$ cat config.mk
export PLATFORM = sky130hd
export DESIGN_NAME = shift_arbiter_flat
export DESIGN_NICKNAME = d
export VERILOG_FILES = /design/src/rtl/shift_pkg.sv /design/src/rtl/shift_arbiter_if.sv /design/src/rtl/barrel_shift.sv /design/src/rtl/shift_arbiter.sv /design/src/flat_wrapper.sv
export SDC_FILE = /design/constraint.sdc
export NUM_CORES = 1
export LEC_CHECK = 0
export CAP_MARGIN = 20
export CORE_ASPECT_RATIO = 1.5
export CORE_UTILIZATION = 56
export DETAILED_ROUTE_END_ITERATION = 8
export PLACE_DENSITY_LB_ADDON = 0.05
export SYNTH_ARGS = -nofsm -noshare
export SYNTH_HDL_FRONTEND = slang
export SYNTH_HIERARCHICAL = 1
export SYNTH_SLANG_ARGS = --single-unit
$ cat constraint.sdc
create_clock -name clk -period 5.4 [get_ports clk]
set_input_delay 1.62 -clock clk [delete_from_list [all_inputs] [get_ports clk]]
set_output_delay 1.62 -clock clk [all_outputs]
set_load 0.005 [all_outputs]
$ cat src/rtl/shift_pkg.sv
// Shared types and widths for the arbitrated 32-bit barrel-shift datapath.
package shift_pkg;

    typedef enum logic [1:0] {
        SHIFT_SLL  = 2'b00,
        SHIFT_SRL  = 2'b01,
        SHIFT_RSVD = 2'b10,
        SHIFT_SRA  = 2'b11
    } shift_op_e;

    localparam int XLEN    = 32;
    localparam int SHAMT_W = 5;

endpackage

$ cat src/rtl/shift_arbiter_if.sv
// Request/response bundle between NUM_REQ shift requesters and the shared shifter.
interface shift_arbiter_if #(
    parameter int NUM_REQ = 2
);
    localparam int ID_W = $clog2(NUM_REQ);

    logic [NUM_REQ-1:0]    req_valid;
    logic [NUM_REQ-1:0]    req_ready;
    logic [2*NUM_REQ-1:0]  req_op;
    logic [32*NUM_REQ-1:0] req_data;
    logic [5*NUM_REQ-1:0]  req_shamt;
    logic                  resp_valid;
    logic                  resp_ready;
    logic [31:0]           resp_data;
    logic [ID_W-1:0]       resp_id;

    modport master (
        output req_valid, req_op, req_data, req_shamt, resp_ready,
        input  req_ready, resp_valid, resp_data, resp_id
    );

    modport slave (
        input  req_valid, req_op, req_data, req_shamt, resp_ready,
        output req_ready, resp_valid, resp_data, resp_id
    );
endinterface

$ cat src/rtl/barrel_shift.sv
// Combinational 5-stage logarithmic shifter; left shifts reuse the right-shift
// network by reversing the operand on the way in and the result on the way out.
module barrel_shift
    import shift_pkg::*;
(
    input  shift_op_e         op,
    input  logic [XLEN-1:0]   data,
    input  logic [SHAMT_W-1:0] shamt,
    output logic [XLEN-1:0]   result
);

    logic            left;
    logic            fill;
    logic [XLEN-1:0] s;

    function automatic logic [XLEN-1:0] bit_rev(input logic [XLEN-1:0] v);
        logic [XLEN-1:0] r;
        for (int i = 0; i < XLEN; i++) r[i] = v[XLEN-1-i];
        return r;
    endfunction

    // Reserved encoding executes as a left shift.
    assign left = (op == SHIFT_SLL) || (op == SHIFT_RSVD);
    assign fill = (op == SHIFT_SRA) && data[XLEN-1];

    always_comb begin
        s = left ? bit_rev(data) : data;
        for (int k = 0; k < SHAMT_W; k++) begin
            if (shamt[k]) s = fill ? ~((~s) >> (1 << k)) : (s >> (1 << k));
        end
        result = left ? bit_rev(s) : s;
    end

endmodule

$ cat src/rtl/shift_arbiter.sv
// Round-robin arbiter sharing one barrel shifter between NUM_REQ requesters,
// with a single-entry result register that can pop and refill in one cycle.
module shift_arbiter
    import shift_pkg::*;
#(
    parameter int NUM_REQ = 2
) (
    input  logic             clk,
    input  logic             rst_n,
    shift_arbiter_if.slave   bus
);

    localparam int ID_W = $clog2(NUM_REQ);

    logic [ID_W-1:0]  rr_ptr;
    logic [ID_W-1:0]  gidx;
    logic [ID_W-1:0]  ptr_nxt;
    logic [ID_W:0]    cand;
    logic             grant_vld;
    logic             slot_free;
    logic             fire;
    shift_op_e        op_sel;
    logic [XLEN-1:0]  data_sel;
    logic [SHAMT_W-1:0] shamt_sel;
    logic [XLEN-1:0]  shift_res;

    logic             vld_p1;
    logic [XLEN-1:0]  data_p1;
    logic [ID_W-1:0]  id_p1;

    // Rotating priority search starting at rr_ptr.
    always_comb begin
        grant_vld = 1'b0;
        gidx      = '0;
        cand      = '0;
        for (int i = 0; i < NUM_REQ; i++) begin
            cand = {1'b0, rr_ptr} + (ID_W+1)'(i);
            if (cand >= (ID_W+1)'(NUM_REQ)) cand = cand - (ID_W+1)'(NUM_REQ);
            if (!grant_vld && bus.req_valid[cand[ID_W-1:0]]) begin
                grant_vld = 1'b1;
                gidx      = cand[ID_W-1:0];
            end
        end
    end

    assign slot_free     = !vld_p1 || bus.resp_ready;
    assign fire          = grant_vld && slot_free && rst_n;
    assign bus.req_ready = fire ? (NUM_REQ'(1) << gidx) : '0;
    assign ptr_nxt       = (gidx == ID_W'(NUM_REQ-1)) ? '0 : gidx + ID_W'(1);

    assign op_sel    = shift_op_e'(bus.req_op[int'(gidx)*2 +: 2]);
    assign data_sel  = bus.req_data[int'(gidx)*32 +: 32];
    assign shamt_sel = bus.req_shamt[int'(gidx)*5 +: 5];

    barrel_shift u_shift (
        .op     (op_sel),
        .data   (data_sel),
        .shamt  (shamt_sel),
        .result (shift_res)
    );

    // Stage p1: result register; data/id hold unless a new grant fires.
    always_ff @(posedge clk or negedge rst_n) begin
        if (!rst_n) begin
            vld_p1  <= 1'b0;
            data_p1 <= '0;
            id_p1   <= '0;
            rr_ptr  <= '0;
        end else if (fire) begin
            vld_p1  <= 1'b1;
            data_p1 <= shift_res;
            id_p1   <= gidx;
            rr_ptr  <= ptr_nxt;
        end else if (bus.resp_ready) begin
            vld_p1  <= 1'b0;
        end
    end

    assign bus.resp_valid = vld_p1;
    assign bus.resp_data  = data_p1;
    assign bus.resp_id    = id_p1;

endmodule

$ cat src/flat_wrapper.sv
// flat-port wrapper written by rule: the top's interface ports become plain ports
module shift_arbiter_flat import shift_pkg::*;
#(
    parameter int NUM_REQ = 2
)
  (clk, rst_n, bus_req_valid, bus_req_op, bus_req_data, bus_req_shamt, bus_resp_ready, bus_req_ready, bus_resp_valid, bus_resp_data, bus_resp_id);
  shift_arbiter_if #(.NUM_REQ(NUM_REQ)) bus_i ();
  input  logic clk;
  input  logic rst_n;
  input wire logic [$bits(bus_i.req_valid)-1:0] bus_req_valid;
  input wire logic [$bits(bus_i.req_op)-1:0] bus_req_op;
  input wire logic [$bits(bus_i.req_data)-1:0] bus_req_data;
  input wire logic [$bits(bus_i.req_shamt)-1:0] bus_req_shamt;
  input wire logic [$bits(bus_i.resp_ready)-1:0] bus_resp_ready;
  output wire logic [$bits(bus_i.req_ready)-1:0] bus_req_ready;
  output wire logic [$bits(bus_i.resp_valid)-1:0] bus_resp_valid;
  output wire logic [$bits(bus_i.resp_data)-1:0] bus_resp_data;
  output wire logic [$bits(bus_i.resp_id)-1:0] bus_resp_id;
  assign bus_i.req_valid = bus_req_valid;
  assign bus_i.req_op = bus_req_op;
  assign bus_i.req_data = bus_req_data;
  assign bus_i.req_shamt = bus_req_shamt;
  assign bus_i.resp_ready = bus_resp_ready;
  assign bus_req_ready = bus_i.req_ready;
  assign bus_resp_valid = bus_i.resp_valid;
  assign bus_resp_data = bus_i.resp_data;
  assign bus_resp_id = bus_i.resp_id;
  shift_arbiter #(.NUM_REQ(NUM_REQ)) u_core (.clk(clk), .rst_n(rst_n), .bus(bus_i));
endmodule
==> impl_metrics.ini, run 1 <==
[cells_and_area]
antenna_diode_count = 0
layout_commonest_cell = clkdlybuf4s50_1
layout.filler_cells = 663
nNetsFinal = 749
final_cell_mix = 118 x clkdlybuf4s50_1, 86 x mux2_2, 59 x mux2i_1, 43 x nor2_1, 38 x nand2_1
area_occupied_by_multi_input_gates_um2 = 3930
area_growth_syn_to_layout_pct = 28.7
layout_cells_sized_above_1 = 0.255
layout.area.seq_um2 = 876

[clocking]
worstSkewPairLatency_ns = 0.28
cts-hold-fix-buffers = 0
clockRootBuffer = clkbuf_16
tritoncts = done
postCtsSetupBuffers = 0
number_of_clock_buffers_inserted_by_tritoncts = 5
cts-root-to-sink-buffers = 2
cts.sink_count = 35
cts_htree_levels = 2
clk_transition_reported_paths_ns = 0.05

[sta]
maxSlewViolCount = 0
finalSetupTns_ns = 0
period_needed_ns = 5.31
fmax_ghz = 0.188
finalHoldViolCount = 0
unrepaired_setup_endpoints_after_global_routing = no
worst_pin_slew_ns = 0.898
worst_slew_margin_relative_to_its_limit = 0.399
post-route-period-util = 0.983
timing.hold.ws_ns = 0.503
finalSetupViolations = 0
final.setup_skew_ns = 0.00158

[floorplanning]
floorplan.die_area_um2 = 9600
ports = 119
die_h_um = 119
initial_utilization = 0.580
core.rowCount = 42
core_region_um2 = 8880
die_width_um = 80.3

[critical_path]
worstPathRequired_ns = 5.56
critPathCaptureType = flop
cp_data_arrival_time_ns = 5.47
nature_of_the_critical_path_startpoint = primary input
worstPathMaxFanout = 38
timing_worst_setup_path_type = in -> reg
reg2reg_depth = 12

[hold_path]
worst_hold_path.num_cells = 1
worst_hold_path_type = reg -> reg

[placed_design]
gpl.final_weighted_congestion = 1.18
port-buffer-count = 118
hpwl_um = 14700

[global_route]
grt-ovfl-total = 0
grt_usage = 0.413
grt_first_pass_wirelength_um = 29700
antenna_found_initial = 0
grt_start_max_net_pins = 39
grt_pass1_vias = 5535

[drt]
drtAntennaViolNets = 0
route.vias.total = 5477
drcViolationCount = 0
number_of_vias_per_cell_after_detailed_routing = 7.05
first_iter_violations = 633
drt_wl_total_um = 19000
avgRoutedWirePerCell_um = 24.5
drt_pass_1_iters = 5

[pwr]
p_total_w = 0.00194
static-leakage-power_nw = 2.68
pwr_density_cell_nw_per_um2 = 293
ir_worst_vdd_mv = 0.298

[run_status]
run_status = finished clean

[synth]
syn-num-nets = 635
yosys.cell_types.count = 67
proportion_of_synthesized_flip_flops_having_asynchronous_set_or_reset = 1.00
postSynthCellCount = 552
synth-main-ff-cell = dfrtp_1
postSynthRegisterBits = 35
post_synth.cell_area_avg_um2 = 9.34
syn-cell-area_um2 = 5150
synth_sequential_area_ratio = 0.170
count_of_flip_flops_with_a_built_in_enable_after_synthesis = 0
synth_warnings = 6

[flow_run]
count_of_maximum_capacitance_violations = 0
## path summary, 6_finish.rpt
path | startpoint | to | slack, ns
min | u_core/bus.resp_data[30]$_DFFE_PN0P_ | u_core/bus.resp_data[30]$_DFFE_PN0P_ | 0.50
max reg2reg | u_core/rr_ptr$_DFFE_PN0P_ | u_core/bus.resp_data[31]$_DFFE_PN0P_ | 1.62
min in group asynchronous | rst_n | u_core/bus.resp_data[1]$_DFFE_PN0P_ | 1.87
max in group asynchronous | rst_n | u_core/bus.resp_data[16]$_DFFE_PN0P_ | 3.21
max | bus_req_valid[0] | u_core/bus.resp_data[31]$_DFFE_PN0P_ | 0.09
min reg2reg | u_core/bus.resp_data[30]$_DFFE_PN0P_ | u_core/bus.resp_data[30]$_DFFE_PN0P_ | 0.50
## worst max-delay path, cell delays in order
cell	delay, ns
clkdlybuf4s50_1	0.52
inv_1	0.09
o21ai_4	0.16
buf_12	0.24
mux2_1	0.38
buf_4	0.31
and2_0	0.40
a22o_1	0.42
o211ai_1	0.12
and3_1	0.23
a211oi_1	0.37
buf_4	0.21
mux2i_1	0.07
mux2_2	0.28
## routing by layer
layer,vias up,routed length (µm),share of wire,global-route usage
met5,-,0,0,0
li1,2367,-,-,-
met4,0,1490,0.078,0.313
met2,415,9580,0.50,0.692
met3,105,1530,0.080,0.0928
met1,2590,6430,0.34,0.442
## cell type report
class,count,share of cell area
Multi-Input combinational cell,457,0.593
Sequential cell,35,0.132
Timing Repair Buffer,157,0.228
Clock inverter,1,0.000755
Tap cell,110,0.0208
Clock buffer,7,0.0200
Inverter,10,0.00566
## per-stage QoR
step | std cells | util | setup slack (ns) | instance area, µm²
2_1_floorplan | 552 | - | 0.909 | 5150
3_3_place_gp | 769 | 0.730 | 0.0776 | 6480
3_5_place_dp | 769 | 0.730 | -0.0358 | 6480
4_1_cts | 777 | 0.745 | 0.241 | 6620
5_1_grt | 777 | 0.747 | 0.0158 | 6630
6_report | 777 | 0.747 | 0.0937 | 6630
## repair_timing
item / 4_1_cts / 5_1_grt
gates resized for setup: 0 / 1
endpoints found under the setup margin: 0 / 2
hold endpoints to repair: 0 / 0
## power breakdown
group | internal, W | switching, W | leakage, nW
Sequential | 0.000357 | 0.0000614 | 0.432
Clock | 0.000170 | 0.000105 | 0.0679
Combinational | 0.000638 | 0.000609 | 2.18
## logic make-up after synthesis
family                    after synthesis  share of synthesized area
muxes                                 178                      0.436
and+or+nand+nor                       139                      0.127
AOI/OAI and AO/OA                     139                      0.195
DFF                                    35                      0.170
xor gates and xnor gates                1                    0.00170
buffers and inverters                  60                     0.0704
## synth_stat cells, types with 3 or more instances
| master | n | area, µm² |
|---|---|---|
| a21o_1 | 3 | 22.5 |
| a22oi_1 | 10 | 75.1 |
| mux2_2 | 87 | 980 |
| nor2_1 | 43 | 161 |
| buf_6 | 8 | 90.1 |
| inv_1 | 8 | 30.0 |
| a21oi_1 | 20 | 100 |
| o211ai_1 | 6 | 45.0 |
| nand2_1 | 38 | 143 |
| mux4_2 | 28 | 631 |
| o21ai_0 | 22 | 110 |
| a221oi_1 | 4 | 35.0 |
| o22a_1 | 4 | 35.0 |
| nand2b_1 | 8 | 50.1 |
| dfrtp_1 | 35 | 876 |
| o31ai_1 | 4 | 30.0 |
| buf_2 | 10 | 50.1 |
| buf_8 | 3 | 45.0 |
| buf_1 | 4 | 15.0 |
| a211oi_1 | 7 | 52.6 |
| o31a_1 | 3 | 26.3 |
| buf_4 | 4 | 30.0 |
| o21a_1 | 3 | 22.5 |
| nor3_1 | 7 | 35.0 |
| and3_1 | 3 | 18.8 |
| nand3_1 | 15 | 75.1 |
| a21boi_0 | 3 | 22.5 |
| nor2b_1 | 8 | 50.1 |
| o221ai_1 | 6 | 52.6 |
| a31oi_1 | 4 | 25.0 |
| o22ai_1 | 14 | 87.6 |
| a22o_1 | 4 | 35.0 |
| clkbuf_1 | 20 | 75.1 |
| mux2i_1 | 59 | 591 |
| mux2_1 | 4 | 45.0 |
## sequential cells by signal (all words and copies together), names as in the netlist
signal                 flops
u_core/bus.resp_data      32
u_core/bus.resp_id         1
u_core/bus.resp_valid      1
u_core/rr_ptr              1
Note: power is estimated with default switching activity, not from simulation.
==> run 2: changes to the inputs <==
--- a/config.mk
+++ b/config.mk
@@ -5,6 +5,7 @@
 export SDC_FILE = /design/constraint.sdc
 export NUM_CORES = 1
 export LEC_CHECK = 0
+export ABC_CLOCK_PERIOD_IN_PS = 6600
 export CAP_MARGIN = 20
 export CORE_ASPECT_RATIO = 1.5
 export CORE_UTILIZATION = 56
==> constraint.sdc (replaced) <==
create_clock -name clk -period 6.6 [get_ports clk]
set_input_delay 1.98 -clock clk [delete_from_list [all_inputs] [get_ports clk]]
set_output_delay 1.98 -clock clk [all_outputs]
set_load 0.005 [all_outputs]
==> run 2 against run 1 <==
Against the previous run: setup slack gained 0.68 ns; die area is the same; total power shrank 17%; largest power group unchanged; combinational power shrank 21%; sequential cell count is the same; sequential share of layout area grew 0.33 points; clock power is essentially flat; critical path depth shrank 2.
==> impl_metrics.ini, run 2 (synthesized netlist as in run 1, its figures left out) <==
[floorplanning]
die_h_um = 119
core.rowCount = 42
die_width_um = 80.3
floorplan.die_area_um2 = 9600
initial_utilization = 0.580
core_region_um2 = 8880
ports = 119

[sta]
finalSetupTns_ns = 0
finalSetupViolations = 0
worst_slew_margin_relative_to_its_limit = 0.415
period_needed_ns = 5.82
finalHoldViolCount = 0
post-route-period-util = 0.882
worst_pin_slew_ns = 0.869
fmax_ghz = 0.172
unrepaired_setup_endpoints_after_global_routing = no
final.setup_skew_ns = 0.00363
maxSlewViolCount = 0

[pwr]
pwr_density_cell_nw_per_um2 = 248
ir_worst_vdd_mv = 0.232
static-leakage-power_nw = 2.58

[critical_path]
worstPathMaxFanout = 30
nature_of_the_critical_path_startpoint = primary input
critPathCaptureType = flop
critical-path-slowest-cell = mux2_2
cpPeakStageDelay_ns = 0.65
worstPathCellList = clkdlybuf4s50_1 > inv_1 > o21ai_4 > mux2_2 > buf_4 > xor2_1 > mux2_2 > a21o_1 > o21a_1 > o31ai_1 > a211oi_1 > mux2_2
worstPathRequired_ns = 6.77
cp_data_arrival_time_ns = 6.00
crit_path_frequent_cell = mux2_2
timing_worst_setup_path_type = in -> reg

[clocking]
cts-root-to-sink-buffers = 2
cts_repair_resize_count = 0
tritoncts = done
worstSkewPairLatency_ns = 0.29
clk_transition_reported_paths_ns = 0.06
cts-hold-fix-buffers = 0
clockRootBuffer = clkbuf_16
cts.sink_count = 35
cts_htree_levels = 2
postCtsSetupBuffers = 0
number_of_clock_buffers_inserted_by_tritoncts = 5

[drt]
first_iter_violations = 579
avgRoutedWirePerCell_um = 25.0
drtAntennaViolNets = 0
drt_wl_total_um = 18900
drcViolationCount = 0
route.vias.total = 5439
number_of_vias_per_cell_after_detailed_routing = 7.18
drt_pass_1_iters = 6

[cells_and_area]
area_growth_syn_to_layout_pct = 25.5
layout_commonest_cell = clkdlybuf4s50_1
max_ffs_per_register = 32
antenna_diode_count = 0
layout_cells_sized_above_1 = 0.235
final-instance-count-excl-fill = 757
nNetsFinal = 729
final_cell_mix = 118 x clkdlybuf4s50_1, 86 x mux2_2, 59 x mux2i_1, 43 x nor2_1, 38 x nand2_1

[flow_run]
count_of_maximum_capacitance_violations = 0

[global_route]
grt_start_max_net_pins = 44
grt_usage = 0.412
grt-ovfl-total = 0
grt_pass1_vias = 5503
antenna_found_initial = 0
grt_first_pass_wirelength_um = 29400

[placed_design]
hpwl_um = 14500
port-buffer-count = 118
gpl.final_weighted_congestion = 1.03
placed_cells_incl_taps = 749

[run_status]
run_status = finished clean

[hold_path]
worst_hold_path_type = reg -> reg
run 2: layout make-up:
class	instances	area, µm²
multi-input cells	457	3920
repair buffers	137	1320
flip-flops and latches	35	876
clock inverters	2	35.0
clock buffers	6	139
well taps	110	138
inverters	10	37.5
fillers	675	2410
run 2: stage by stage:
| stage | utilization | hold WS (ns) | instance area (µm²) | setup WS (ns) | total power (W) |
|---|---|---|---|---|---|
| detailed placement | 0.709 | 0.493 | 6290 | 0.738 | 0.00130 |
| CTS | 0.728 | 0.504 | 6470 | 1.02 | 0.00158 |
| floorplan | - | 0.489 | 5150 | 1.75 | 0.000915 |
| finish | 0.728 | 0.502 | 6470 | 0.776 | 0.00160 |
| global route | 0.728 | 0.516 | 6470 | 0.582 | 0.00168 |
| global placement | 0.709 | 0.488 | 6290 | 0.767 | 0.00127 |
run 2: path summary, 6_finish.rpt:
kind	startpoint	endpoint	cells after the start	slack [ns]
worst max-delay path	bus_req_valid[0]	u_core/bus.resp_data[16]$_DFFE_PN0P_	12	0.78
worst min register to register	u_core/bus.resp_data[8]$_DFFE_PN0P_	u_core/bus.resp_data[8]$_DFFE_PN0P_	1	0.50
worst max register to register	u_core/rr_ptr$_DFFE_PN0P_	u_core/bus.resp_data[16]$_DFFE_PN0P_	10	2.65
min in group asynchronous	rst_n	u_core/rr_ptr$_DFFE_PN0P_	2	2.22
max in group asynchronous	rst_n	u_core/bus.resp_data[22]$_DFFE_PN0P_	2	4.05
worst min-delay path	u_core/bus.resp_data[8]$_DFFE_PN0P_	u_core/bus.resp_data[8]$_DFFE_PN0P_	1	0.50
run 2: metal layers:
metal	vias to the layer above	wire length [µm]	GRT usage
li1	2332	-	-
met3	126	1750	0.0981
met4	0	1750	0.323
met1	2561	6060	0.429
met2	420	9380	0.696
met5	-	0	0
run 2: worst max-delay path, delay by kind of cell:
family | cells | cell delay (ns)
AO/OA/AOI/OAI | 5 | 1.58
buffers and inverters | 3 | 0.90
XOR/XNOR | 1 | 0.18
multiplexers | 3 | 1.32
run 2: power by group:
group          internal, W  switching, W  total, W
registers         0.000292     0.0000462  0.000339
logic             0.000495      0.000493  0.000988
clock network     0.000188     0.0000882  0.000276
total             0.000975      0.000627   0.00160
